<file path="config.mk">
export PLATFORM = sky130hd
export DESIGN_NAME = car_sequencer
export DESIGN_NICKNAME = d
export VERILOG_FILES = /design/src/rtl/elevator_pkg.sv /design/src/rtl/request_scan.sv /design/src/rtl/car_sequencer.sv
export SDC_FILE = /design/constraint.sdc
export NUM_CORES = 1
export LEC_CHECK = 0
export CORE_ASPECT_RATIO = 2
export CORE_UTILIZATION = 57
export CTS_CLUSTER_SIZE = 25
export DETAILED_ROUTE_END_ITERATION = 8
export GPL_TIMING_DRIVEN = 0
export PLACE_DENSITY_LB_ADDON = 0.3
export SKIP_LAST_GASP = 1
export SLEW_MARGIN = 30
export SYNTH_ARGS = -nofsm -noshare
export SYNTH_HDL_FRONTEND = slang
export SYNTH_SLANG_ARGS = --single-unit
</file>
<file path="constraint.sdc">
create_clock -name clk -period 6.7 [get_ports clk]
set_input_delay 2.01 -clock clk [delete_from_list [all_inputs] [get_ports clk]]
set_output_delay 2.01 -clock clk [all_outputs]
set_load 0.05 [all_outputs]
</file>
<file path="src/rtl/elevator_pkg.sv">
// Shared elevator definitions: direction codes, floor limits, car state encoding
// and the hall-call bit index helper used by the sequencer and the distributor.
package elevator_pkg;

  localparam logic [1:0] STOP   = 2'b00;
  localparam logic [1:0] UP     = 2'b10;
  localparam logic [1:0] DOWN   = 2'b01;
  localparam logic [1:0] UPDOWN = 2'b11;

  localparam logic ON  = 1'b1;
  localparam logic OFF = 1'b0;

  localparam logic [2:0] FLOOR_MIN = 3'd1;
  localparam logic [2:0] FLOOR_MAX = 3'd7;

  typedef enum logic [1:0] {
    IDLE = 2'd0,
    MOVE = 2'd1,
    DOOR = 2'd2
  } carState_e;

  // UP call of floor f sits at bit 2(f-1), DOWN call right above it.
  function automatic logic [3:0] hallIdx(input logic [2:0] floor, input logic [1:0] dir);
    return {floor - 3'd1, dir == DOWN};
  endfunction

  function automatic logic [13:0] hallMask(input logic [2:0] floor, input logic [1:0] dir);
    return 14'(1) << hallIdx(floor, dir);
  endfunction

  function automatic logic [6:0] floorMask(input logic [2:0] floor);
    return 7'(1) << (floor - 3'd1);
  endfunction

endpackage

</file>
<file path="src/rtl/request_scan.sv">
// Combinational scan of a per-floor need vector relative to one floor:
// any request above, any below, and one at that floor.
module request_scan
  import elevator_pkg::*;
(
  input  logic [6:0] need,
  input  logic [2:0] floor,
  output logic       above,
  output logic       below,
  output logic       here
);

  always_comb begin
    above = OFF;
    below = OFF;
    here  = OFF;
    for (int i = 0; i < 7; i++) begin
      if (3'(i + 1) > floor) above = above | need[i];
      if (3'(i + 1) < floor) below = below | need[i];
      if (3'(i + 1) == floor) here = here | need[i];
    end
  end

endmodule

</file>
<file path="src/rtl/car_sequencer.sv">
// Per-car collective-control sequencer (IDLE/MOVE/DOOR) for the seven-floor system.
// Optional door hold input is compiled in with CAR_DOOR_HOLD_EN.
module car_sequencer
  import elevator_pkg::*;
#(
  parameter int FLOOR_TICKS = 8,
  parameter int DOOR_TICKS  = 6
) (
  input  logic        clk,
  input  logic        reset,
`ifdef CAR_DOOR_HOLD_EN
  input  logic        doorHold,
`endif
  input  logic [13:0] floorButton,
  input  logic [6:0]  carButton,
  output logic [2:0]  currentFloor,
  output logic [1:0]  direction,
  output logic        doorOpen,
  output logic [13:0] servedButton,
  output logic [6:0]  carCall
);

  localparam int FW = (FLOOR_TICKS > 1) ? $clog2(FLOOR_TICKS) : 1;
  localparam int DW = (DOOR_TICKS > 1) ? $clog2(DOOR_TICKS) : 1;
  localparam logic [FW-1:0] FLOOR_LAST = FW'(FLOOR_TICKS - 1);
  localparam logic [DW-1:0] DOOR_LAST  = DW'(DOOR_TICKS - 1);

  carState_e     state, stateN;
  logic [FW-1:0] travelCnt, travelN;
  logic [DW-1:0] dwellCnt, dwellN;
  logic [2:0]    floorN, nextFloor;
  logic [1:0]    dirN, effDir;
  logic          doorN, holdNow;
  logic [13:0]   servedN;
  logic [6:0]    carCallN, need;
  logic          aboveCur, belowCur, hereCur, aboveNext, belowNext, hereNext;
  logic          aheadCur, behindCur, aheadNext, stopNext;

`ifdef CAR_DOOR_HOLD_EN
  assign holdNow = doorHold;
`else
  assign holdNow = OFF;
`endif

  always_comb begin
    for (int i = 0; i < 7; i++) need[i] = carCall[i] | floorButton[2*i] | floorButton[2*i+1];
  end

  assign nextFloor = (direction == DOWN) ? currentFloor - 3'd1 : currentFloor + 3'd1;

  request_scan scanCur (.need(need), .floor(currentFloor),
                        .above(aboveCur), .below(belowCur), .here(hereCur));
  request_scan scanNext (.need(need), .floor(nextFloor),
                         .above(aboveNext), .below(belowNext), .here(hereNext));

  // A door opened from IDLE has no committed direction; pick one the way IDLE would.
  always_comb begin
    effDir = direction;
    if (direction == STOP) effDir = aboveCur ? UP : DOWN;
    aheadCur  = (effDir == UP) ? aboveCur : belowCur;
    behindCur = (effDir == UP) ? belowCur : aboveCur;
    aheadNext = (direction == UP) ? aboveNext : belowNext;
    stopNext  = (|(carCall & floorMask(nextFloor)))
              | (|(floorButton & hallMask(nextFloor, direction)))
              | (!aheadNext && hereNext)
              | (nextFloor == FLOOR_MAX && direction == UP)
              | (nextFloor == FLOOR_MIN && direction == DOWN);
  end

  always_comb begin
    stateN   = state;
    floorN   = currentFloor;
    dirN     = direction;
    doorN    = doorOpen;
    servedN  = '0;
    carCallN = carCall | carButton;
    travelN  = travelCnt;
    dwellN   = dwellCnt;
    case (state)
      IDLE: begin
        dirN = STOP;
        if (hereCur) begin
          stateN   = DOOR;
          doorN    = ON;
          dwellN   = '0;
          servedN  = hallMask(currentFloor, UP) | hallMask(currentFloor, DOWN);
          carCallN = carCallN & ~floorMask(currentFloor);
        end else if (aboveCur || belowCur) begin
          stateN  = MOVE;
          dirN    = aboveCur ? UP : DOWN;
          travelN = '0;
        end
      end
      MOVE: begin
        if (travelCnt == FLOOR_LAST) begin
          travelN = '0;
          floorN  = nextFloor;
          if (stopNext) begin
            stateN   = DOOR;
            doorN    = ON;
            dwellN   = '0;
            servedN  = hallMask(nextFloor, direction)
                     | (aheadNext ? 14'd0 : hallMask(nextFloor, (direction == UP) ? DOWN : UP));
            carCallN = carCallN & ~floorMask(nextFloor);
          end
        end else begin
          travelN = travelCnt + FW'(1);
        end
      end
      DOOR: begin
        carCallN = carCall | (carButton & ~floorMask(currentFloor));
        if (holdNow) begin
          dwellN = '0;
        end else if (dwellCnt == DOOR_LAST) begin
          dwellN = '0;
          doorN  = OFF;
          if (aheadCur) begin
            stateN  = MOVE;
            dirN    = effDir;
            travelN = '0;
          end else if (behindCur) begin
            stateN  = MOVE;
            dirN    = (effDir == UP) ? DOWN : UP;
            travelN = '0;
          end else begin
            stateN = IDLE;
            dirN   = STOP;
          end
        end else begin
          dwellN = dwellCnt + DW'(1);
        end
      end
      default: stateN = IDLE;
    endcase
  end

  always_ff @(posedge clk or posedge reset) begin
    if (reset) begin
      state        <= IDLE;
      currentFloor <= FLOOR_MIN;
      direction    <= STOP;
      doorOpen     <= OFF;
      servedButton <= '0;
      carCall      <= '0;
      travelCnt    <= '0;
      dwellCnt     <= '0;
    end else begin
      state        <= stateN;
      currentFloor <= floorN;
      direction    <= dirN;
      doorOpen     <= doorN;
      servedButton <= servedN;
      carCall      <= carCallN;
      travelCnt    <= travelN;
      dwellCnt     <= dwellN;
    end
  end

endmodule

</file>
==> out/metrics.yaml, run 1 <==
clock_network:
  clk_latency_ps: 290
  cts_hold_buf: 0
  cts-resized-gates: 0
  post-cts-setup-buffers: 0
  cts_sinks: 35
  clk_root_buffer_cell: "clkbuf_8"
  clkTransAtPathRegs_ps: 70
  cts_buffers: 5
  tritoncts: "yes"
  cts_buffer_depth: 2
  cts-htree-levels: 2
setup_path:
  reg2reg_depth: 14
  end_kind: "register"
  worst_r2r_endpoint: "carCall[5]"
  cp_max_fo: 10
  r2r-start: "currentFloor[0]"
  ff2ff_setup_slack_ps: 1430
  cp_data_arrival_time_ps: 5390
  startpoint_type: "register"
  cp.required_ps: 6820
  criticalPathCategory: "register to register"
detailed_routing:
  drtPass1Iterations: 7
  via_per_inst: 7.02
  finalWirelength_um: 9260
  drc: 0
  vias: 2957
  drt-initial-drc-count: 189
  wl_per_cell_um: 22.0
  drtAntennaViolNets: 0
min_path:
  whs_endpoint: "travelCnt[1]"
  hp-class: "register to register"
  hold_path.startpoint: "travelCnt[1]"
  hold_depth: 1
grt:
  top_usage_layer: "met2"
  gr-usage-met2: 0.680
  use_met1: 0.389
  grt_overflow: 0
  antenna_found_initial: 0
  grt_max_degree: 36
  grt_pass1_vias: 2894
  use_met3: 0.0591
  grt_usage: 0.387
  grt_pass1_wl_um: 14400
finish:
  n_antenna_cell: 0
  final_cells: 421
  fin_area_mm2: 0.00338
  fin_nets: 404
  drive_above_1_share: 0.0683
  n_fill_cell: 380
  area_delta_synth_final_pct: 23.7
synthesis:
  syn_inst: 310
  yosys_warnings: 0
  ys_types: 56
  netlist.area_leader.share: 0.311
  syn_nets: 348
  synth.avg_cell_area_um2: 8.82
  syn-cell-area_mm2: 0.00274
  synth-edff-count: 0
  ys_top_cells_by_count: "dfrtp_1 (34), nand2_1 (31), clkbuf_1 (18)"
  synth_ff_type: "dfrtp_1"
  ys_ff_latch: 35
  ys_top_cells_by_area: "dfrtp_1 (31%), ha_1 (6.9%), nand2_1 (4.3%)"
  yosysTopAreaCell: "dfrtp_1"
  async_flop_share: 1.00
  synth_most_common_cell: "dfrtp_1"
  synth_seq_area_share: 0.321
timing:
  fin_crit_ps: 5270
  finClkSkew_ps: 5.22
  hold_viol: 0
  max-slew-margin-rel: 0.374
  tns_ps: 0
  rsz0062_at_grt: "no"
  timing.final.ws_setup_ps: 1430
  finalSetupViolCount: 0
  max_slew.worst_pin.slew_ps: 932
  slew_viol_final: 0
  period_share: 0.786
  max_freq_mhz: 190
placement:
  dpl_worst_slack_ps: 1540
  port_buffers: 49
  dp_cells: 414
  post-dp-hpwl_um: 7090
  postPlaceCellArea_mm2: 0.00329
  place_congestion: 0.968
pwr:
  p_total_mw: 2.01
  peakVddDrop_v: 0.000624
  p_leak_nw: 1.28
  cellPowerDensity_mw_per_mm2: 594
  swShare: 0.575
  power_frac_seq: 0.188
  p_comb_frac: 0.735
  internal_power_mw: 0.854
  p_clk_frac: 0.077
  p_sw_mw: 1.15
die:
  io_pins: 50
  core_mm2: 0.00460
  dieArea_mm2: 0.00510
  fp.dieW_um: 51.0
  die_h_um: 100
  initial_utilization: 0.595
  fp-row-count: 35
status:
  run_status: "finished clean"
flow_run:
  cap_violations: 0
-- cell type report --
| class | instances | area [um^2] | area share |
|---|---|---|---|
| Sequential cell | 35 | 877 | 0.259 |
| Clock buffer | 6 | 82.6 | 0.0244 |
| Inverter | 16 | 60.1 | 0.0178 |
| Tap cell | 55 | 68.8 | 0.0203 |
| Buffer | 21 | 93.8 | 0.0277 |
| Clock inverter | 1 | 5.00 | 0.00148 |
| Timing Repair Buffer | 49 | 490 | 0.145 |
| Multi-Input combinational cell | 238 | 1700 | 0.504 |
-- power by group through the flow --
stage	combinational (mW)	clock [mW]	sequential, mW
floorplan	0.882	0	0.509
CTS	1.44	0.154	0.371
finish	1.48	0.155	0.377
global route	1.57	0.163	0.383
detailed placement	1.43	0	0.374
global placement	1.40	0	0.371
-- how the worst max path moves through the flow --
stage | from | to | slack (ps) | cells after the start
floorplan | currentFloor[0] | carCall[0] | 2470 | 16
global placement | floorButton[6] | carCall[2] | 1560 | 9
detailed placement | floorButton[6] | carCall[5] | 1540 | 9
CTS | currentFloor[0] | carCall[5] | 1560 | 16
global route | currentFloor[0] | carCall[0] | 1270 | 16
finish | currentFloor[0] | carCall[5] | 1430 | 14
-- kinds of logic after synthesis --
kind of cell | share of synthesized area
adder cells (fa/ha/maj) | 0.0686
buffers and inverters | 0.0563
flip-flops | 0.321
AO/OA/AOI/OAI | 0.300
AND/OR/NAND/NOR | 0.189
XOR/XNOR | 0.0252
multiplexers | 0.0403
-- cells in the final DEF, fill, tap and decap left out, types with 5 or more instances in the layout --
cell / n
clkdlybuf4s50_1: 49
dfrtp_1: 34
nand2_1: 31
clkbuf_1: 18
ha_1: 15
inv_1: 14
o21ai_0: 14
a21oi_1: 13
nor2_1: 11
nor3_1: 11
or3_1: 11
nand3_1: 10
o22ai_1: 10
o32ai_1: 10
nand2b_1: 9
a41oi_1: 8
o311ai_0: 7
o221ai_1: 6
clkbuf_8: 6
nor2b_1: 5
mux2i_1: 5
a31oi_1: 5
-- per-layer routing --
metal  wire, um  share of wire
met3        610          0.066
met5          0              0
met1       3080           0.33
met4        754          0.081
met2       4810           0.52
-- state kept, by name, summed over array words and instances, names as in the netlist --
signal and cells:
carCall 7, currentFloor 3, direction 2, doorOpen 1
dwellCnt 3, servedButton 14, state 2, travelCnt 3
-- worst max-delay path: stages (launching register included) --
cell	delay (ps)
dfstp_2	680
clkbuf_1	430
clkbuf_1	500
inv_1	180
ha_1	440
xnor2_4	370
ha_1	220
clkbuf_1	420
o22ai_1	170
a221o_1	340
a221o_1	380
a221oi_4	440
o21a_1	220
buf_6	170
a41oi_1	140
-- through the flow --
stage,util,hold WS [ps]
final,0.736,523
after detailed placement,0.716,507
after global routing,0.736,530
after floorplan,-,470
after CTS,0.736,528
after global placement,0.716,490
No activity file was read; power rests on OpenSTA's default activity.
==> run 2: changes to the inputs <==
--- a/config.mk
+++ b/config.mk
@@ -6,7 +6,7 @@
 export NUM_CORES = 1
 export LEC_CHECK = 0
 export CORE_ASPECT_RATIO = 2
-export CORE_UTILIZATION = 57
+export CORE_UTILIZATION = 48
 export CTS_CLUSTER_SIZE = 25
 export DETAILED_ROUTE_END_ITERATION = 8
 export GPL_TIMING_DRIVEN = 0
==> constraint.sdc (replaced) <==
create_clock -name clk -period 4.5 [get_ports clk]
set_input_delay 1.35 -clock clk [delete_from_list [all_inputs] [get_ports clk]]
set_output_delay 1.35 -clock clk [all_outputs]
set_load 0.05 [all_outputs]
==> run 2 against run 1 <==
Fmax rose by 22%. Sequential power up 48%. Critical endpoint is now carCall[4]. Global-route usage decreased by 8.4 points. Combinational power is 47% higher. Sequential cell count stayed put. Utilization down 11 points. Largest power group unchanged. Highest routed layer unchanged. Via count decreased by 5.2%. Worst setup slack got worse by 1300 ps. Design area up 0.44%. Cell count increased by 0.71%.
==> out/metrics.yaml, run 2 (synthesized netlist as in run 1, its figures left out) <==
setup_path:
  ff2ff_setup_slack_ps: 180
  startpoint_type: "register"
  criticalPathCategory: "register to register"
  cp_max_fo: 10
  end_kind: "register"
  cp.required_ps: 4700
  cp_data_arrival_time_ps: 4520
detailed_routing:
  vias: 2803
  drtPass1Iterations: 5
  wl_per_cell_um: 20.4
  drt-initial-drc-count: 194
  via_per_inst: 6.61
  finalWirelength_um: 8630
  drtAntennaViolNets: 0
  dr_wl_met3_um: 504
  top_layer: "met4"
  routed-wl-met2_um: 4520
  drc: 0
  wl_met1_um: 3050
die:
  fp-row-count: 38
  io_pins: 50
  fp.dieW_um: 55.4
  initial_utilization: 0.500
  dieArea_mm2: 0.00602
  die_h_um: 109
  core_mm2: 0.00547
grt:
  grt_pass1_wl_um: 14100
  grt_overflow: 0
  grt_pass1_vias: 2778
  grt_max_degree: 36
  antenna_found_initial: 0
  grt_usage: 0.303
status:
  run_status: "finished clean"
clock_network:
  clk_latency_ps: 300
  clkTransAtPathRegs_ps: 70
  clk_root_buffer_cell: "clkbuf_8"
  cts_buffers: 5
  cts_hold_buf: 0
  cts-htree-levels: 2
  tritoncts: "yes"
  cts_buffer_depth: 2
  cts_sinks: 35
finish:
  multi_input_area_mm2: 0.00171
  layout_common_cells: "clkdlybuf4s50_1 (49), dfrtp_1 (34), nand2_1 (31), clkbuf_1 (15)"
  final_core_util: 0.621
  regArea_um2: 877
  reg_top3: "servedButton: 14 flops, carCall: 7 flops"
  top_register: "servedButton"
  final_common_cell: "clkdlybuf4s50_1"
  n_fill_cell: 485
  fin_nets: 401
  n_antenna_cell: 0
  largest_register_ffs: 14
  drive_above_1_share: 0.0769
  area_delta_synth_final_pct: 24.2
timing:
  max-slew-margin-rel: 0.381
  finalSetupViolCount: 0
  max_freq_mhz: 232
  fin_crit_ps: 4320
  rsz0062_at_grt: "no"
  period_share: 0.959
  timing.final.ws_setup_ps: 183
  hold_viol: 0
  tns_ps: 0
  slew_viol_final: 0
  finClkSkew_ps: 4.77
  max_slew.worst_pin.slew_ps: 921
flow_run:
  cap_violations: 0
pwr:
  cellPowerDensity_mw_per_mm2: 877
  p_total_mw: 2.98
  peakVddDrop_v: 0.000568
  p_leak_nw: 1.29
min_path:
  hp-class: "register to register"
placement:
  port_buffers: 49
  place_congestion: 1.02
  dpl_worst_slack_ps: -405
  post-dp-hpwl_um: 6710
[run 2: cell types whose count changed in the layout (fill, tap and decap cells not counted), sizes merged]
cell / delta
clkbuf: -1
clkinv: -1
[run 2: final cells by class]
class | count | share of cell area
tap | 60 | 0.0221
sequential | 35 | 0.258
clock buffer | 8 | 0.0295
buffer | 18 | 0.0258
inverter | 16 | 0.0177
multi-input combinational | 238 | 0.502
timing repair buffer | 49 | 0.144
[run 2: worst max-delay path, stage by stage, from the launching register on]
cell and delay (ps):
dfstp_2 650, buf_2 250, clkbuf_4 250, inv_1 100
ha_1 390, xnor2_4 310, inv_2 140, ha_2 460
mux4_2 330, nand2_1 80, o211ai_1 120, mux2i_1 260
o2111ai_4 200, o21a_1 260, buf_6 160, a41oi_1 230
[run 2: where the power goes]
part | leakage [nW] | internal, mW | total, mW | switching [mW]
combinational | 0.790 | 0.746 | 2.17 | 1.43
clock | 0.0515 | 0.140 | 0.250 | 0.110
sequential | 0.444 | 0.420 | 0.557 | 0.136
[run 2: metal layers]
layer,GRT usage,vias to the layer above
met2,0.546,149
met3,0.0297,42
met4,0.223,0
met1,0.324,1311
met5,0,-
li1,-,1301
[run 2: through the flow]
| step | std cells | hold slack, ps | area [um^2] |
|---|---|---|---|
| 4_1_cts | 426 | 512 | 3400 |
| 5_1_grt | 424 | 540 | 3400 |
| 3_3_place_gp | 419 | 489 | 3300 |
| 6_report | 424 | 512 | 3400 |
| 3_5_place_dp | 419 | 491 | 3300 |
| 2_1_floorplan | 310 | 470 | 2740 |
[run 2: path summary, 6_finish.rpt]
kind	start	to	cells past startpoint
worst max-delay path	currentFloor[0]	carCall[4]	15
max in group asynchronous	reset	dwellCnt[0]	2
worst min register to register	travelCnt[2]	travelCnt[2]	1
min in group asynchronous	reset	carCall[0]	2
worst max register to register	currentFloor[0]	carCall[4]	15
worst min-delay path	travelCnt[2]	travelCnt[2]	1
[run 2: what timing repair did]
item | in CTS | in global routing
setup endpoints to repair | 27 | 24
gates cloned | 0 | 0
setup buffers | 0 | 0
resized for setup | 2 | 4
